--- src/rtl/mips_ctrl_pkg.sv ---
// rtl/mips_ctrl_pkg.sv - shared states, opcodes and select encodings for the MIPS main control
package mips_ctrl_pkg;

    typedef enum logic [3:0] {
        S_IDLE    = 4'd0,
        S_FETCH   = 4'd1,
        S_DECODE  = 4'd2,
        S_MEMADR  = 4'd3,
        S_MEMRD   = 4'd4,
        S_MEMWB   = 4'd5,
        S_MEMWR   = 4'd6,
        S_EXECUTE = 4'd7,
        S_ALUWB   = 4'd8,
        S_BRANCH  = 4'd9,
        S_ADDIEX  = 4'd10,
        S_ADDIWB  = 4'd11,
        S_JUMP    = 4'd12
    } state_e;

    localparam logic [5:0] OP_RTYPE = 6'b000000;
    localparam logic [5:0] OP_LW    = 6'b100011;
    localparam logic [5:0] OP_SW    = 6'b101011;
    localparam logic [5:0] OP_BEQ   = 6'b000100;
    localparam logic [5:0] OP_BNE   = 6'b000101;
    localparam logic [5:0] OP_ADDI  = 6'b001000;
    localparam logic [5:0] OP_J     = 6'b000010;

    localparam logic [1:0] ALUOP_ADD   = 2'b00;
    localparam logic [1:0] ALUOP_SUB   = 2'b01;
    localparam logic [1:0] ALUOP_FUNCT = 2'b10;

    localparam logic [1:0] SRCB_REG     = 2'b00;
    localparam logic [1:0] SRCB_FOUR    = 2'b01;
    localparam logic [1:0] SRCB_IMM     = 2'b10;
    localparam logic [1:0] SRCB_IMM_SL2 = 2'b11;

    localparam logic [1:0] PCSRC_ALU    = 2'b00;
    localparam logic [1:0] PCSRC_ALUOUT = 2'b01;
    localparam logic [1:0] PCSRC_JUMP   = 2'b10;

    // States that stall on the memory ready handshake
    function automatic logic is_mem_state(input state_e s);
        return (s == S_FETCH) || (s == S_MEMRD) || (s == S_MEMWR);
    endfunction

endpackage

--- src/rtl/mips_mem_wait_counter.sv ---
// rtl/mips_mem_wait_counter.sv - memory wait cycle counter with sticky timeout flag
module mips_mem_wait_counter #(
    parameter int MEM_WAIT_MAX = 15
) (
    input  logic clk,
    input  logic rst_n,
    input  logic clear_i,
    input  logic wait_i,
    output logic mem_timeout_o
);

    localparam logic [3:0] MAX_CNT = 4'(MEM_WAIT_MAX);

    logic [3:0] cnt_q, cnt_d;
    logic       timeout_q, timeout_d;

    always_comb begin
        cnt_d     = cnt_q;
        timeout_d = timeout_q;
        if (clear_i) begin
            cnt_d = 4'd0;
        end else if (wait_i && (cnt_q != MAX_CNT)) begin
            cnt_d = cnt_q + 4'd1;
        end
        // Saturates at the limit; the flag only clears on reset
        if (cnt_d == MAX_CNT) begin
            timeout_d = 1'b1;
        end
    end

    always_ff @(posedge clk or negedge rst_n) begin
        if (!rst_n) begin
            cnt_q     <= 4'd0;
            timeout_q <= 1'b0;
        end else begin
            cnt_q     <= cnt_d;
            timeout_q <= timeout_d;
        end
    end

    assign mem_timeout_o = timeout_q;

endmodule

--- src/rtl/mips_main_control.sv ---
// rtl/mips_main_control.sv - multicycle MIPS main control FSM; MIPS_MAIN_CONTROL_BNE_EN adds bne
module mips_main_control
    import mips_ctrl_pkg::*;
#(
    parameter int MEM_WAIT_MAX = 15
) (
    input  logic       clk,
    input  logic       rst,
    input  logic [5:0] opcode,
    input  logic       mem_ready,
    output logic       mem_req,
    output logic       mem_write,
    output logic       ir_write,
    output logic       pc_write,
    output logic       branch,
    output logic       branch_ne,
    output logic       reg_write,
    output logic       reg_dst,
    output logic       mem_to_reg,
    output logic       i_or_d,
    output logic       alu_src_a,
    output logic [1:0] alu_src_b,
    output logic [1:0] pc_src,
    output logic [1:0] alu_op,
    output logic       illegal_op,
    output logic       mem_timeout
);

    state_e state_q, state_d;

    always_ff @(posedge clk or negedge rst) begin
        if (!rst) begin
            state_q <= S_IDLE;
        end else begin
            state_q <= state_d;
        end
    end

    always_comb begin
        state_d    = state_q;
        mem_req    = 1'b0;
        mem_write  = 1'b0;
        ir_write   = 1'b0;
        pc_write   = 1'b0;
        branch     = 1'b0;
        branch_ne  = 1'b0;
        reg_write  = 1'b0;
        reg_dst    = 1'b0;
        mem_to_reg = 1'b0;
        i_or_d     = 1'b0;
        alu_src_a  = 1'b0;
        alu_src_b  = SRCB_REG;
        pc_src     = PCSRC_ALU;
        alu_op     = ALUOP_ADD;
        illegal_op = 1'b0;

        case (state_q)
            S_IDLE: state_d = S_FETCH;
            S_FETCH: begin
                mem_req   = 1'b1;
                alu_src_b = SRCB_FOUR;
                pc_src    = PCSRC_ALU;
                ir_write  = mem_ready;
                pc_write  = mem_ready;
                if (mem_ready) state_d = S_DECODE;
            end
            S_DECODE: begin
                // Speculatively compute the branch target while decoding
                alu_src_b = SRCB_IMM_SL2;
                case (opcode)
                    OP_LW, OP_SW: state_d = S_MEMADR;
                    OP_RTYPE:     state_d = S_EXECUTE;
                    OP_BEQ:       state_d = S_BRANCH;
                    OP_ADDI:      state_d = S_ADDIEX;
                    OP_J:         state_d = S_JUMP;
                    OP_BNE: begin
`ifdef MIPS_MAIN_CONTROL_BNE_EN
                        state_d = S_BRANCH;
`else
                        state_d    = S_FETCH;
                        illegal_op = 1'b1;
`endif
                    end
                    default: begin
                        state_d    = S_FETCH;
                        illegal_op = 1'b1;
                    end
                endcase
            end
            S_MEMADR: begin
                alu_src_a = 1'b1;
                alu_src_b = SRCB_IMM;
                state_d   = (opcode == OP_LW) ? S_MEMRD : S_MEMWR;
            end
            S_MEMRD: begin
                mem_req = 1'b1;
                i_or_d  = 1'b1;
                if (mem_ready) state_d = S_MEMWB;
            end
            S_MEMWB: begin
                reg_write  = 1'b1;
                mem_to_reg = 1'b1;
                state_d    = S_FETCH;
            end
            S_MEMWR: begin
                mem_req   = 1'b1;
                mem_write = 1'b1;
                i_or_d    = 1'b1;
                if (mem_ready) state_d = S_FETCH;
            end
            S_EXECUTE: begin
                alu_src_a = 1'b1;
                alu_src_b = SRCB_REG;
                alu_op    = ALUOP_FUNCT;
                state_d   = S_ALUWB;
            end
            S_ALUWB: begin
                reg_write = 1'b1;
                reg_dst   = 1'b1;
                state_d   = S_FETCH;
            end
            S_BRANCH: begin
                alu_src_a = 1'b1;
                alu_src_b = SRCB_REG;
                alu_op    = ALUOP_SUB;
                branch    = 1'b1;
                pc_src    = PCSRC_ALUOUT;
`ifdef MIPS_MAIN_CONTROL_BNE_EN
                branch_ne = opcode[0];
`endif
                state_d   = S_FETCH;
            end
            S_ADDIEX: begin
                alu_src_a = 1'b1;
                alu_src_b = SRCB_IMM;
                state_d   = S_ADDIWB;
            end
            S_ADDIWB: begin
                reg_write = 1'b1;
                state_d   = S_FETCH;
            end
            S_JUMP: begin
                pc_write = 1'b1;
                pc_src   = PCSRC_JUMP;
                state_d  = S_FETCH;
            end
            default: state_d = S_IDLE;
        endcase
    end

    logic wait_cycle;
    logic state_change;

    assign wait_cycle   = is_mem_state(state_q) && !mem_ready;
    assign state_change = (state_d != state_q);

    mips_mem_wait_counter #(
        .MEM_WAIT_MAX(MEM_WAIT_MAX)
    ) u_wait_counter (
        .clk          (clk),
        .rst_n        (rst),
        .clear_i      (state_change),
        .wait_i       (wait_cycle),
        .mem_timeout_o(mem_timeout)
    );

endmodule
--- config.mk ---
export PLATFORM = sky130hd
export DESIGN_NAME = mips_main_control
export DESIGN_NICKNAME = d
export VERILOG_FILES = /design/src/rtl/mips_ctrl_pkg.sv /design/src/rtl/mips_mem_wait_counter.sv /design/src/rtl/mips_main_control.sv
export SDC_FILE = /design/constraint.sdc
export NUM_CORES = 1
export LEC_CHECK = 0
export ABC_CLOCK_PERIOD_IN_PS = 3000
export CAP_MARGIN = 5
export CORE_MARGIN = 2
export CORE_UTILIZATION = 45
export DETAILED_ROUTE_END_ITERATION = 6
export PLACE_DENSITY = 0.79
export SYNTH_ARGS = -nofsm -noshare
export SYNTH_HDL_FRONTEND = slang
export SYNTH_HIERARCHICAL = 1
export SYNTH_SLANG_ARGS = --single-unit
export TNS_END_PERCENT = 1
--- constraint.sdc ---
create_clock -name clk -period 3 [get_ports clk]
set_clock_uncertainty 0.2 [all_clocks]
set_input_delay 0.3 -clock clk [delete_from_list [all_inputs] [get_ports clk]]
set_output_delay 0.3 -clock clk [all_outputs]
set_load 0.01 [all_outputs]
## After elaboration in Yosys (flattened, before gate mapping)

Cells that the tools add are included.

| operators by class | value |
|---|---|
| eq/ne operators | 20 |
| multiplexer cells | 23 |
| reduce and logical (&&, ||, !) cells | 15 |
| add/subtract/negate cells | 1 |

Operators by type and width:

| operator | count |
|---|---|
| $pmux W4 S8 | 1 |
| $eq A4 B4 Y1 const B | 6 |
| $mux W4 | 5 |
| $pmux W4 S5 | 1 |
| $eq A4 B3 Y1 const B | 4 |
| $eq A6 B6 Y1 const B | 2 |
| $reduce_or A6 Y1 | 2 |
| $mux W1 | 11 |
| $eq A4 B2 Y1 const B | 2 |
| $pmux W2 S2 | 2 |
| $eq A6 B2 Y1 const B | 1 |
| $eq A6 B3 Y1 const B | 1 |
| $eq A6 B4 Y1 const B | 1 |
| $logic_not A6 Y1 | 1 |
| $pmux W2 S3 | 1 |
| $reduce_or A2 Y1 | 3 |
| $reduce_or A3 Y1 | 2 |
| $add A4 B1 Y4 const B | 1 |
| $eq A4 B1 Y1 const B | 1 |
| $logic_not A4 Y1 | 1 |
| $ne A4 B4 Y1 | 1 |
| $ne A4 B4 Y1 const B | 1 |
| $reduce_or A4 Y1 | 1 |
| $logic_and A1 B1 Y1 | 2 |
| 4 further kinds | 5 |

| word-level totals | value |
|---|---|
| output and inout bits | 19 |
| register bits after elaboration | 9 |
| input port bits | 9 |
| word-level logic and storage cells | 62 |

## Longest topological paths before layout

| logic depth | value |
|---|---|
| word-level depth | 8 |
| gate-level depth with buffers | 8 |
| gate-level depth less buffers | 7 |

## Hierarchy

Netlist, hierarchy kept.

Modules (own cells, without submodules):

| module | area an instance (sq um) | seq. area each (sq um) | times used | cells an instance |
|---|---|---|---|---|
| mips_main_control | 590.6 | 100.1 | 1 | 83 |
| mips_mem_wait_counter | 260.2 | 125.1 | 1 | 24 |

## Worst setup path before layout

OpenSTA, ideal clock, no wires.

| path | value |
|---|---|
| path type | input port to flip-flop |
| from | input opcode[0] |
| to | register u_wait_counter.timeout_q (netlist: u_wait_counter/mem_timeout_o) |
| setup time | 0.120 ns |
| setup slack | 0.489 ns |
| path buffers | 0 |
| stages | 7 |
| data required time | 2.680 ns |
| arrival time | 2.191 ns |
| cell sequence | or4_4 o31ai_4 a221oi_2 nor3_1 nand4_1 mux2_4 a31o_1 |

| between the ends | value |
|---|---|
| cells in the longest elaborated chain, start to end | 7 |
| elaborated cells between the ends (all ways) | 13 |
| those cells by class | eq/ne: 7; mux: 4; reduce/logical: 2 |

Ends and longest elaborated chain:

| item | RTL line | RTL |
|---|---|---|
| start, declared | mips_main_control.sv:9 | `input logic [5:0] opcode,` |
| $eq A6 B6 Y1, on equally long branches | mips_main_control.sv:70, mips_main_control.sv:93 |  |
| $reduce_or A2 Y1 | - |  |
| $pmux W4 S5 | mips_main_control.sv:70 | `case (opcode)` |
| $pmux W4 S8 * | mips_main_control.sv:57 | `case (state_q)` |
| $ne A4 B4 Y1 * | mips_main_control.sv:155 | `assign state_change = (state_d != state_q);` |
| $mux W4 * | mips_mem_wait_counter.sv:20 | `if (clear_i) begin` |
| $eq A4 B4 Y1 * | mips_mem_wait_counter.sv:26 | `if (cnt_d == MAX_CNT) begin` |
| end signal, assigned | mips_mem_wait_counter.sv:37 | `timeout_q <= timeout_d;` |
| end, declared | mips_mem_wait_counter.sv:15 | `logic timeout_q, timeout_d;` |

Every way passes the cells marked *; elsewhere a longest branch is shown, timed or not.
A chain may end at the register's enable or synchronous reset.

## Worst setup path in the final report

| path | value |
|---|---|
| from | register state_q[1] |
| to | output pc_write |

| between the ends | value |
|---|---|
| cells in the longest elaborated chain, start to end | 2 |
| elaborated cells between the ends (all ways) | 3 |
| those cells by class | eq/ne: 2; mux: 1 |

Ends and longest elaborated chain:

| item | RTL line | RTL |
|---|---|---|
| start, declared | mips_main_control.sv:29 | `state_e state_q, state_d;` |
| start signal, assigned | mips_main_control.sv:35 | `state_q <= state_d;` |
| $eq A4 B4 Y1 / $eq A4 B1 Y1 (equally long branches) | mips_main_control.sv:57 |  |
| $pmux W1 S2 * | mips_main_control.sv:57 |  |
| end, declared | mips_main_control.sv:14 | `output logic pc_write,` |

Marks and branches as above.

==> results.tsv <==
metric	value	unit
Critical Path RT	2500	ps
WHS	143.2	ps
power density cells	800.5	mW/mm^2
Main synth FF type	dfrtp_1	
clk sinks	9	
outcome	finished, final reports clean	
Util after Layout	0.6717	
Post-synth EDFFs	0	
Setup CP Type	reg2out	
minimum clock period	2737	ps
Synth Net Count	117	
Synth Cell Area	850.8	um^2
Worst-Skew Late Latency	260	ps
Avg Cell Area, Syn	7.952	um^2
CTS tree	built	
Post-CTS Resized	0	
fmax	365.4	MHz
via/cell ratio	5.752	
setup TNS	0	ps
worst-path cell chain	nand2b_1, nor4_1, or2_1, clkdlybuf4s50_1	
vias in the first global route	752	
GP Congestion	0.8769	
#FFs+latches synth	9	
WL final	2190	um
Crit path arrival time	2240	ps
Worst Tran Pin Value	508.1	ps
Antenna Nets Post-Route	0	
RSZ-0062 raised after global routing	no	
dpl ws	73.20	ps
Netlist cell types	41	
final hold violation count	0	
clk root buf	clkbuf_4	
Initial DRC Count	24	
Crit path max-delay family	simple AND/OR/NAND/NOR gates	
Async S/R FF share, synth	1.000	
Post-CTS Setup Bufs	0	
HP Class	in2async	
Slowest Stage Delay on Critical Path	560	ps
Die X	47.48	um
Critical Path Source	state_q[1]$_DFF_PN0_	
Buf+Inv Stages, Crit Path	1	
CTS Buf Count	3	
vias	926	
max_cap viols	0	
core area	0.001745	mm^2
clk buf depth	2	
leak pwr	0.4707	nW
cts-stage hold buffer count	0	
n_diodes	0	
final setup fails	0	
Final WS setup	262.9	ps
DIE AREA	0.002254	mm^2
YS warnings	6	
Slew HR	0.6581	
share of cells above drive strength 1	0.1103	
Worst path slowest cell	dfrtp_1	
Critical Path Fanout Max	15	
Post-Synthesis Cells	107	
Fillers	160	
Global Route Usage Sum	0.2186	
io pins	28	
Worst VDD drop	601.8	uV
FP Rows	15	
clock slew seen by the registers of the worst setup and hold paths	60	ps
Post-route DRC	0	
initial antenna violation count	0	
drt pass-1 iters	4	
R2R Path Start	state_q[1]$_DFF_PN0_	
PortBufs	26	
Final Slew Violations	0	
Die Y	47.48	um
Starting Density	0.4875	
largest net degree at the start of global routing	16	
H-tree depth	1	
crit path capture type	output pin	
grt total ovfl	0	
reg2reg setup slack	410	ps
per-cell routed wire length	13.60	um
HPWL Detailed	1745	um
Seq/Total Area, Yosys	0.2647	
Layout Area Growth over Synthesis	37.79	%
first-pass GRT wire length	3450	um
period utilization	0.9124	
NumNets Final	147	
Startpoint Class	flip-flop	
[kinds of logic after synthesis]
family / after synthesis / share of synthesized area
AO/OA/AOI/OAI: 27 / 0.2471
XOR/XNOR: 3 / 0.03089
adder cells (fa/ha/maj): 1 / 0.01470
buffers and inverters: 10 / 0.06175
flip-flops: 9 / 0.2647
multiplexers: 4 / 0.05294
other: 1 / 0.004408
AND/OR/NAND/NOR: 52 / 0.3235
[cell usage in the layout (no fill, tap or decap), drive strengths merged, types with 2 or more instances in the layout]
| cell type | instances |
|---|---|
| nand3 | 3 |
| nand2 | 6 |
| clkdlybuf4s50 | 26 |
| a211oi | 2 |
| a2111oi | 2 |
| o211ai | 2 |
| clkbuf | 4 |
| xor2 | 2 |
| inv | 3 |
| a21oi | 7 |
| o21ai | 3 |
| buf | 6 |
| nor3 | 7 |
| nor2b | 2 |
| nand2b | 7 |
| nor4 | 2 |
| nor2 | 16 |
| mux2i | 3 |
| or4 | 2 |
| or3 | 3 |
| dfrtp | 9 |
| a31o | 2 |
[synth_stat cells, types with 3 or more instances]
| cell | count | share of area |
|---|---|---|
| a21oi_1 | 7 | 0.041 |
| buf_2 | 3 | 0.018 |
| buf_4 | 3 | 0.026 |
| dfrtp_1 | 9 | 0.26 |
| inv_1 | 3 | 0.013 |
| mux2i_1 | 3 | 0.035 |
| nand2_1 | 6 | 0.026 |
| nand2b_1 | 7 | 0.051 |
| nand3_1 | 3 | 0.018 |
| nor2_1 | 16 | 0.071 |
| nor3_1 | 6 | 0.035 |
| o21ai_0 | 3 | 0.018 |
| or3_1 | 3 | 0.022 |
[worst register-to-register path, cell delays in order (launching register included)]
cell	delay, ps
dfrtp_1	650
nand2b_1	220
nor4_1	450
o32a_1	240
nor3_1	80
buf_4	160
and4b_1	210
nor3_2	180
a31o_1	160
[report_power, final]
part / internal, W / switching (W)
combinational: 0.000310 / 0.000312
clock: 0.0000510 / 0.0000390
sequential: 0.000151 / 0.0000757
[flip-flops by register name, indices dropped and copies added, names as in the netlist]
register and flops:
u_wait_counter/cnt_q 4, state_q 4, u_wait_counter/mem_timeout_o 1
[routing by layer]
metal / share of wire / up-vias / routed length (um) / global-route usage
met5: 0 / - / 0 / 0
met4: 0.0064 / 0 / 14 / 0.05000
met3: 0.061 / 2 / 134 / 0.06415
met2: 0.49 / 33 / 1080 / 0.3405
met1: 0.44 / 435 / 960 / 0.3005
li1: - / 456 / - / -
[area by class of cell]
| type | count | area, um^2 | share of cell area |
|---|---|---|---|
| multi-input combinational | 88 | 573.1 | 0.4888 |
| sequential | 9 | 225.2 | 0.1921 |
| timing repair buffer | 32 | 305.3 | 0.2604 |
| tap | 25 | 31.28 | 0.02668 |
| clock buffer | 4 | 26.28 | 0.02241 |
| inverter | 3 | 11.26 | 0.009605 |
[worst paths after layout]
check / end / cells after the start
setup / recovery: pc_write / 4
hold / removal: u_wait_counter/mem_timeout_o$_DFFE_PN0N_ / 1
setup reg to reg: u_wait_counter/mem_timeout_o$_DFFE_PN0N_ / 8
hold reg to reg: u_wait_counter/mem_timeout_o$_DFFE_PN0N_ / 1
max in group asynchronous: state_q[2]$_DFF_PN0_ / 1
min in group clk: u_wait_counter/mem_timeout_o$_DFFE_PN0N_ / 1
[metrics by stage]
step	total power, W	instances	area [um^2]
after floorplan	0.0005872	107	850.8
after global placement	0.0008257	157	1146
after detailed placement	0.0008451	157	1146
after CTS	0.0009404	161	1172
after global routing	0.001018	161	1172
final	0.0009385	161	1172
No activity file was read; power rests on OpenSTA's default activity.
